File: src/rtl/spi_flash_sequencer_if.sv
// rtl/spi_flash_sequencer_if.sv - CSR command/status bus of the SPI flash byte sequencer
interface spi_flash_sequencer_if;
  logic        sysCSRstrobe;
  logic [31:0] sysGPIO_OUT;
  logic [31:0] sysStatus;

  modport master (output sysCSRstrobe, output sysGPIO_OUT, input sysStatus);
  modport slave  (input sysCSRstrobe, input sysGPIO_OUT, output sysStatus);
endinterface

File: src/rtl/spi_flash_sequencer.sv
// rtl/spi_flash_sequencer.sv - mode-0 SPI flash byte sequencer driven by a CSR command word
module spi_flash_sequencer #(
  parameter int    CLK_DIV = 4,
  parameter string DEBUG   = "false"
) (
  input  logic                        sysClk,
  input  logic                        sysReset,
  spi_flash_sequencer_if.slave        csr,
  output logic                        spiFlashClk,
  output logic                        spiFlashMOSI,
  output logic                        spiFlashCS_B,
  input  logic                        spiFlashMISO
);
  typedef enum logic [1:0] {IDLE, SETUP, HIGH, LOW} stateT;

  localparam logic [7:0] HALF_LOAD = 8'(CLK_DIV - 1);
  localparam bit unusedDebug = (DEBUG == "true");

  stateT      state;
  logic [7:0] halfCnt;
  logic [2:0] bitCnt;
  logic [7:0] txShift;
  logic [7:0] rxShift;
  logic [7:0] rxData;
  logic       lastByte;
  logic       busy;
  logic       err;

  (* mark_debug = DEBUG *) logic clkQ;
  (* mark_debug = DEBUG *) logic mosiQ;
  (* mark_debug = DEBUG *) logic csBQ;
  (* mark_debug = DEBUG *) logic misoPin;

  logic       cmdGo;
  logic       cmdLast;
  logic       cmdClrErr;
  logic       cmdAbort;
  logic [7:0] cmdTx;
  logic       errSet;
  logic       halfDone;
  wire        unusedCmdBits = &{1'b0, csr.sysGPIO_OUT[31:12]};

  assign misoPin   = spiFlashMISO;
  assign cmdTx     = csr.sysGPIO_OUT[7:0];
  assign cmdGo     = csr.sysCSRstrobe & csr.sysGPIO_OUT[8];
  assign cmdLast   = csr.sysGPIO_OUT[9];
  assign cmdClrErr = csr.sysCSRstrobe & csr.sysGPIO_OUT[10];
  assign cmdAbort  = csr.sysCSRstrobe & csr.sysGPIO_OUT[11];
  // An abort in the same strobe swallows the GO, so it can never count as an overrun.
  assign errSet    = cmdGo & ~cmdAbort & busy;
  assign halfDone  = (halfCnt == 8'd0);

  always_ff @(posedge sysClk) begin
    if (sysReset) begin
      state    <= IDLE;
      halfCnt  <= 8'd0;
      bitCnt   <= 3'd0;
      txShift  <= 8'd0;
      rxShift  <= 8'd0;
      rxData   <= 8'd0;
      lastByte <= 1'b0;
      busy     <= 1'b0;
      err      <= 1'b0;
      clkQ     <= 1'b0;
      mosiQ    <= 1'b0;
      csBQ     <= 1'b1;
    end else begin
      err <= errSet | (err & ~cmdClrErr);
      if (cmdAbort) begin
        state   <= IDLE;
        busy    <= 1'b0;
        halfCnt <= 8'd0;
        bitCnt  <= 3'd0;
        clkQ    <= 1'b0;
        mosiQ   <= 1'b0;
        csBQ    <= 1'b1;
      end else begin
        case (state)
          IDLE: begin
            if (cmdGo) begin
              state    <= SETUP;
              busy     <= 1'b1;
              csBQ     <= 1'b0;
              clkQ     <= 1'b0;
              mosiQ    <= cmdTx[7];
              txShift  <= cmdTx;
              lastByte <= cmdLast;
              halfCnt  <= HALF_LOAD;
              bitCnt   <= 3'd0;
            end
          end
          SETUP: begin
            if (halfDone) begin
              state   <= HIGH;
              clkQ    <= 1'b1;
              halfCnt <= HALF_LOAD;
            end else begin
              halfCnt <= halfCnt - 8'd1;
            end
          end
          HIGH: begin
            if (halfDone) begin
              // Sample MISO at the end of the high phase, then present the next bit.
              state   <= LOW;
              clkQ    <= 1'b0;
              rxShift <= {rxShift[6:0], spiFlashMISO};
              txShift <= {txShift[6:0], 1'b0};
              mosiQ   <= txShift[6];
              halfCnt <= HALF_LOAD;
            end else begin
              halfCnt <= halfCnt - 8'd1;
            end
          end
          LOW: begin
            if (halfDone) begin
              halfCnt <= HALF_LOAD;
              if (bitCnt == 3'd7) begin
                state  <= IDLE;
                busy   <= 1'b0;
                rxData <= rxShift;
                csBQ   <= lastByte;
              end else begin
                state  <= HIGH;
                clkQ   <= 1'b1;
                bitCnt <= bitCnt + 3'd1;
              end
            end else begin
              halfCnt <= halfCnt - 8'd1;
            end
          end
          default: state <= IDLE;
        endcase
      end
    end
  end

  assign spiFlashClk   = clkQ;
  assign spiFlashMOSI  = mosiQ;
  assign spiFlashCS_B  = csBQ;
  assign csr.sysStatus = {18'd0, err, misoPin, mosiQ, csBQ, clkQ, busy, rxData};
endmodule
File: src/flat_wrapper.sv
// flat-port wrapper written by rule: the top's interface ports become plain ports
module spi_flash_sequencer_flat 
#(
  parameter int    CLK_DIV = 4,
  parameter string DEBUG   = "     "
)
  (sysClk, sysReset, spiFlashClk, spiFlashMOSI, spiFlashCS_B, spiFlashMISO, csr_sysCSRstrobe, csr_sysGPIO_OUT, csr_sysStatus);
  spi_flash_sequencer_if csr_i ();
  input  logic sysClk;
  input  logic sysReset;
  output logic spiFlashClk;
  output logic spiFlashMOSI;
  output logic spiFlashCS_B;
  input  logic spiFlashMISO;
  input wire logic [$bits(csr_i.sysCSRstrobe)-1:0] csr_sysCSRstrobe;
  input wire logic [$bits(csr_i.sysGPIO_OUT)-1:0] csr_sysGPIO_OUT;
  output wire logic [$bits(csr_i.sysStatus)-1:0] csr_sysStatus;
  assign csr_i.sysCSRstrobe = csr_sysCSRstrobe;
  assign csr_i.sysGPIO_OUT = csr_sysGPIO_OUT;
  assign csr_sysStatus = csr_i.sysStatus;
  spi_flash_sequencer #(.CLK_DIV(CLK_DIV), .DEBUG(DEBUG)) u_core (.sysClk(sysClk), .sysReset(sysReset), .csr(csr_i), .spiFlashClk(spiFlashClk), .spiFlashMOSI(spiFlashMOSI), .spiFlashCS_B(spiFlashCS_B), .spiFlashMISO(spiFlashMISO));
endmodule
File: config.mk
export PLATFORM = sky130hd
export DESIGN_NAME = spi_flash_sequencer_flat
export DESIGN_NICKNAME = d
export VERILOG_FILES = /design/src/rtl/spi_flash_sequencer_if.sv /design/src/rtl/spi_flash_sequencer.sv /design/src/flat_wrapper.sv
export SDC_FILE = /design/constraint.sdc
export NUM_CORES = 1
export LEC_CHECK = 0
export BUFFER_PORTS_ARGS = -buffer_cell sky130_fd_sc_hd__buf_2
export CAP_MARGIN = 40
export CORE_MARGIN = 2
export CORE_UTILIZATION = 30
export DETAILED_ROUTE_END_ITERATION = 10
export GPL_TIMING_DRIVEN = 1
export RECOVER_POWER = 50
export SKIP_CTS_REPAIR_TIMING = 1
export SLEW_MARGIN = 20
export SYNTH_ARGS = -nofsm -noshare
export SYNTH_HDL_FRONTEND = slang
export SYNTH_SLANG_ARGS = --single-unit
File: constraint.sdc
create_clock -name sysClk -period 2.8 [get_ports sysClk]
set_clock_uncertainty 0.2 [all_clocks]
set_input_delay 0.56 -clock sysClk [delete_from_list [all_inputs] [get_ports sysClk]]
set_output_delay 0.56 -clock sysClk [all_outputs]
set_load 0.005 [all_outputs]
# Word-level counts from Yosys, hierarchy flattened
# Index checks and enable logic that the tools add are counted.
# word_totals
output_inout_bits	35
wordCells	80
ff_bits	42
input_bits	36
# op_classes
muxes	32
n_addsub	2
n_reduce_logical	15
bitwise_logic	9
eq_ne	10
# ops
cell	n
AND reduction 4 bit	5
two-way mux 8 bit	2
case mux 8 bit (2 select lines)	1
two-way mux 7 bit	2
case mux 7 bit (2 select lines)	1
two-way mux 1 bit	12
two-way mux 2 bit	5
inequality test 2 x 1 -> 1 bit, second input constant	5
two-way mux 3 bit	3
AND reduction 3 bit	3
logical NOT 8 bit	1
case mux 2 bit (4 select lines)	1
subtractor 8 x 1 -> 8 bit, second input constant	1
bitwise AND 1 bit	6
case mux 1 bit (2 select lines)	3
case mux 3 bit (2 select lines)	1
AND reduction 5 bit	1
equality test 2 bit, second input constant	2
case mux 1 bit (4 select lines)	1
nonzero test 2 bit	2
adder 3 x 1 -> 3 bit, second input constant	1
equality test 3 bit, second input constant	1
OR reduction 3 bit	1
equality test 2 x 1 -> 1 bit, second input constant	1
other kinds (5)	6

# Logic depth before layout (Yosys ltp)
# depth
depth_word	5
ltp_mapped	7
ltp_nobuf	6

# Worst setup path after synthesis
# OpenSTA, ideal clock, no wires.
# synth_path
path_kind	register to register
from	reg u_core.halfCnt[0]
to	reg u_core.rxShift[0]
setup_slack_ns	0.677
setup_time_ns	0.129
path_buffers	1
path_stages_with_launch	8
required_ns	2.471
arrival_time_ns	1.795
period_less_slack_ns	2.123
cell_sequence	dfxtp_1 -> inv_1 -> ha_1 -> or4b_4 -> nor4b_4 -> buf_6 -> mux2i_1 -> nor2_1
# synth_between
elab_chain_len	2
# synth_rtl
element	line	source
start: declaration	spi_flash_sequencer.sv:20	logic [7:0] halfCnt;
start signal: assignment	spi_flash_sequencer.sv:98	halfCnt <= halfCnt - 8'd1;
start signal: assignment	spi_flash_sequencer.sv:111	halfCnt <= halfCnt - 8'd1;
start signal: assignment	spi_flash_sequencer.sv:128	halfCnt <= halfCnt - 8'd1;
logical NOT 8 bit	spi_flash_sequencer.sv:51	assign halfDone = (halfCnt == 8'd0);
AND reduction 3 bit (no source line)	n/a	
end signal: assignment	spi_flash_sequencer.sv:106	rxShift <= {rxShift[6:0], spiFlashMISO};
end: declaration	spi_flash_sequencer.sv:23	logic [7:0] rxShift;
# No other way between the ends.
# A chain may end at the register's enable or synchronous reset.

# Final worst setup path
# layout_path
from	reg u_core.halfCnt[0]
to	reg u_core.rxShift[7]
# Same word-level chain as after synthesis.

==> tab_implementation.tex <==
\begin{tabular}{lr}
\hline
Metric & Value \\
\hline
\multicolumn{2}{l}{\textbf{Cells and area}} \\
Post-route core utilization & 33.98\% \\
Post-route non-filler standard cell count & 334 \\
Antenna diodes & 0 \\
Share of post-route cells with drive strength above 1 & 18.50\% \\
Layout Nets & 293 \\
Layout-stage area growth over the synthesis result & 9.814\% \\
\multicolumn{2}{l}{\textbf{Synth}} \\
Netlist Area Pre-Place & approximately 2100 µm² \\
Cell type contributing the most total cell area after synthesis & sky130\_fd\_sc\_hd\_\_dfxtp\_1 \\
Mean post-synth cell area & roughly 9 µm² \\
Cell count after synthesis & 226 \\
Number of enable flip-flop cells after synthesis & 0 \\
Most common cell in the synthesized netlist & sky130\_fd\_sc\_hd\_\_dfxtp\_1 \\
Fraction of the yosys area taken by sequential cells & about two fifths \\
Count of state elements after synthesis & between 40 and 50 \\
Number of synthesis warnings & 0 \\
Fraction of registers with async set/reset & 0\% \\
Post-synth top area share & approximately two fifths \\
Most instantiated flip-flop cell in the synthesis netlist & sky130\_fd\_sc\_hd\_\_dfxtp\_1 \\
Synth top cells by count & 42 x sky130\_fd\_sc\_hd\_\_dfxtp\_1, 26 x sky130\_fd\_sc\_hd\_\_buf\_4, 26 x sky130\_fd\_sc\_hd\_\_nor2\_1 \\
Number of different library cells in the post-synthesis netlist & 46 \\
Cell types occupying the most area after synthesis & sky130\_fd\_sc\_hd\_\_dfxtp\_1 40\%, sky130\_fd\_sc\_hd\_\_mux2i\_1 12\%, sky130\_fd\_sc\_hd\_\_buf\_4 9.3\% \\
\multicolumn{2}{l}{\textbf{STA}} \\
Max-slew headroom at the worst pin & 60.51\% \\
Final hold violation count & 0 \\
Worst setup margin & about 0.43 ns \\
Sum of negative setup slack & 0 ns \\
Fin crit share & 84.68\% \\
Final setup viols & 0 \\
Unrepaired setup endpoints after global routing & false \\
Final critical-path required period & 2.371 ns \\
Maximum operating frequency & approximately 420 MHz \\
Slew at the pin with the worst max-slew slack & approximately 0.59 ns \\
Number of max-slew violations in the final report & 0 \\
\multicolumn{2}{l}{\textbf{Clock tree}} \\
Cell chosen for the clock root & sky130\_fd\_sc\_hd\_\_clkbuf\_8 \\
Number of buffers on the longest clock path & 2 \\
Cts bufs inserted & 5 \\
Clock tree from TritonCTS & done \\
Clock insertion delay at the later pin of the skew report & 0.29 ns \\
Clock H-tree levels & 2 \\
Clock transition time at the flip-flop clock pins of the worst setup and hold paths & 0.08 ns \\
Number of clock sinks & between 40 and 50 \\
\multicolumn{2}{l}{\textbf{Power and ir drop}} \\
Portion of total power attributed to sequential cells & about half \\
Share of total power consumed by net switching & 32.36\% \\
Max rail drop VDD & 173.5 µV \\
Areal power density over the cells & 629.4 nW/µm² \\
Leakage & 1.021 nW \\
Clock Power Share & 26.5\% \\
Switch Pwr & 467.7 µW \\
Internal portion of total power & 977.5 µW \\
Fraction of power consumed by combinational cells & 25.1\% \\
\multicolumn{2}{l}{\textbf{Placement}} \\
Placer congestion estimate & around 0.83 \\
Pre-CTS WS & around 0.45 ns \\
PortBufs & 32 \\
HPWL Detailed & roughly 3000 µm \\
Number of placed instances, taps included & 326 \\
\multicolumn{2}{l}{\textbf{Die}} \\
Core ar. & 6756 µm² \\
Die Height & 87.48 µm \\
DIE AREA & 7653 µm² \\
Effective utilization at floorplan & between 30 and 40\% \\
Std-Cell Rows & 30 \\
Floorplan die width & 87.48 µm \\
I/O pin count & 71 \\
\multicolumn{2}{l}{\textbf{Worst setup path}} \\
Largest stage delay on the critical path & 0.51 ns \\
Critical path required time & 2.78 ns \\
Arrival time worst endpoint & 2.35 ns \\
Critical-path cell with the highest stage delay & sky130\_fd\_sc\_hd\_\_nor4b\_4 \\
Critical Path End Type & register \\
Top delay family on crit path & simple AND/OR/NAND/NOR gates \\
Biggest fanout along the worst timing path & 10 \\
Type of element launching the critical path & register \\
Cell-by-cell trace of the critical path & inv\_1 -> ha\_1 -> or4b\_4 -> nor4b\_4 -> buf\_12 -> mux2i\_1 -> nor2\_1 \\
Bufs and invs on worst path & 2 \\
Classification of the worst setup path & register to register \\
\multicolumn{2}{l}{\textbf{Routing}} \\
Post-DR wirelength/cell & 12.20 µm \\
Total iterations of the first detailed-routing run & 4 \\
Via density & between 4 and 5 \\
Count of nets left with antenna violations after detail routing & 0 \\
Detailed-route DRC error count & 0 \\
Via total after detailed routing & between 1,500 and 2,000 \\
Total length of routed wires & 4075 µm \\
Starting DRC count in detailed routing & 63 \\
\multicolumn{2}{l}{\textbf{Global routing}} \\
First-pass GRT wire length & 6686 µm \\
Number of antenna violations at the first check in global routing & 0 \\
Global-route usage over all layers & 11.13\% \\
Maximum number of pins on one net before global-route repair & 25 \\
GR Overflow Total & 0 \\
Number of global-route vias before repair & 1,400 \\
\multicolumn{2}{l}{\textbf{Job}} \\
Max capacitance violation total & 0 \\
\multicolumn{2}{l}{\textbf{Run status}} \\
Result of the run & complete, no violations \\
\multicolumn{2}{l}{\textbf{Worst hold path}} \\
Path category of the worst min-delay check & primary input to register \\
\hline
\end{tabular}
-- flip-flops by register name, summed over array words and instances, names as in the netlist --
register,flops
u_core.spiFlashClk,1
u_core.rxShift,8
u_core.rxData,8
u_core.bitCnt,3
u_core.spiFlashMOSI,1
u_core.err,1
u_core.spiFlashCS_B,1
u_core.lastByte,1
u_core.state,2
u_core.txShift,7
u_core.busy,1
u_core.halfCnt,8
-- per-layer routing --
layer  part of all wire (%)  wire length [µm]  GRT usage (%)
met4                    1.6                67          4.615
met3                    4.6               188          3.318
met2                     46              1864          16.67
met1                     48              1954          14.85
met5                      0                 0              0
-- cells in the final DEF (no fill, tap or decap), types with 2 or more instances in the layout --
| cell type | n |
|---|---|
| sky130_fd_sc_hd__a211oi_2 | 2 |
| sky130_fd_sc_hd__a31oi_1 | 4 |
| sky130_fd_sc_hd__nor2_1 | 26 |
| sky130_fd_sc_hd__nand3_1 | 4 |
| sky130_fd_sc_hd__buf_2 | 25 |
| sky130_fd_sc_hd__a211oi_1 | 6 |
| sky130_fd_sc_hd__clkbuf_8 | 5 |
| sky130_fd_sc_hd__a21oi_1 | 7 |
| sky130_fd_sc_hd__dfxtp_1 | 42 |
| sky130_fd_sc_hd__nor3_1 | 12 |
| sky130_fd_sc_hd__o31ai_1 | 4 |
| sky130_fd_sc_hd__clkbuf_1 | 11 |
| sky130_fd_sc_hd__nand4_1 | 2 |
| sky130_fd_sc_hd__a22o_1 | 2 |
| sky130_fd_sc_hd__and3_1 | 3 |
| sky130_fd_sc_hd__o21ai_0 | 3 |
| sky130_fd_sc_hd__buf_4 | 3 |
| sky130_fd_sc_hd__inv_1 | 3 |
| sky130_fd_sc_hd__mux2i_1 | 25 |
| sky130_fd_sc_hd__nand2_1 | 15 |
| sky130_fd_sc_hd__ha_1 | 4 |
| sky130_fd_sc_hd__conb_1 | 18 |
-- final timing paths --
| check | startpoint | end | slack [ns] | cells past startpoint |
|---|---|---|---|---|
| setup / recovery | u_core.halfCnt[0] | u_core.rxShift[7] | 0.43 | 7 |
| hold / removal | sysReset | u_core.txShift[0] | 0.29 | 2 |
| setup reg to reg | u_core.halfCnt[0] | u_core.rxShift[7] | 0.43 | 7 |
| hold reg to reg | u_core.bitCnt[1] | u_core.bitCnt[1] | 0.29 | 1 |
-- cells by family after synthesis --
family,Yosys count,share of synthesized area (%)
fa+ha+maj,4,2.394
flops,42,40.22
compound gates,38,12.81
simple gates,76,19.39
buf+inv,39,12.51
mux,26,12.51
other cells,1,0.1794
-- area by class of cell --
type	instances	area, µm²
tap	80	100.1
multi-input combinational	162	1052
fill	711	4461
inverter	3	11.26
timing repair buffer	39	205.2
clock buffer	6	72.57
clock inverter	2	13.76
sequential	42	840.8
-- power by group through the flow --
stage	clock, mW	sequential (mW)	combinational, mW
floorplan	0	0.689	0.328
global placement	0	0.712	0.366
detailed placement	0	0.713	0.368
CTS	0.395	0.699	0.371
global route	0.423	0.709	0.408
finish	0.383	0.700	0.362
-- worst reg2reg max path, stage by stage, from the launching register on --
cell	delay, ns
sky130_fd_sc_hd__dfxtp_1	0.34
sky130_fd_sc_hd__inv_1	0.10
sky130_fd_sc_hd__ha_1	0.17
sky130_fd_sc_hd__or4b_4	0.48
sky130_fd_sc_hd__nor4b_4	0.51
sky130_fd_sc_hd__buf_12	0.21
sky130_fd_sc_hd__mux2i_1	0.20
sky130_fd_sc_hd__nor2_1	0.06
-- through the flow --
step / hold WS, ns / power [mW] / instance area (µm²)
floorplan: 0.2507 / 1.017 / 2155
global placement: 0.2673 / 1.078 / 2230
detailed placement: 0.2772 / 1.081 / 2230
CTS: 0.2874 / 1.465 / 2316
global route: 0.2905 / 1.540 / 2296
finish: 0.2874 / 1.445 / 2296
Power figures use the tool's default switching activity.
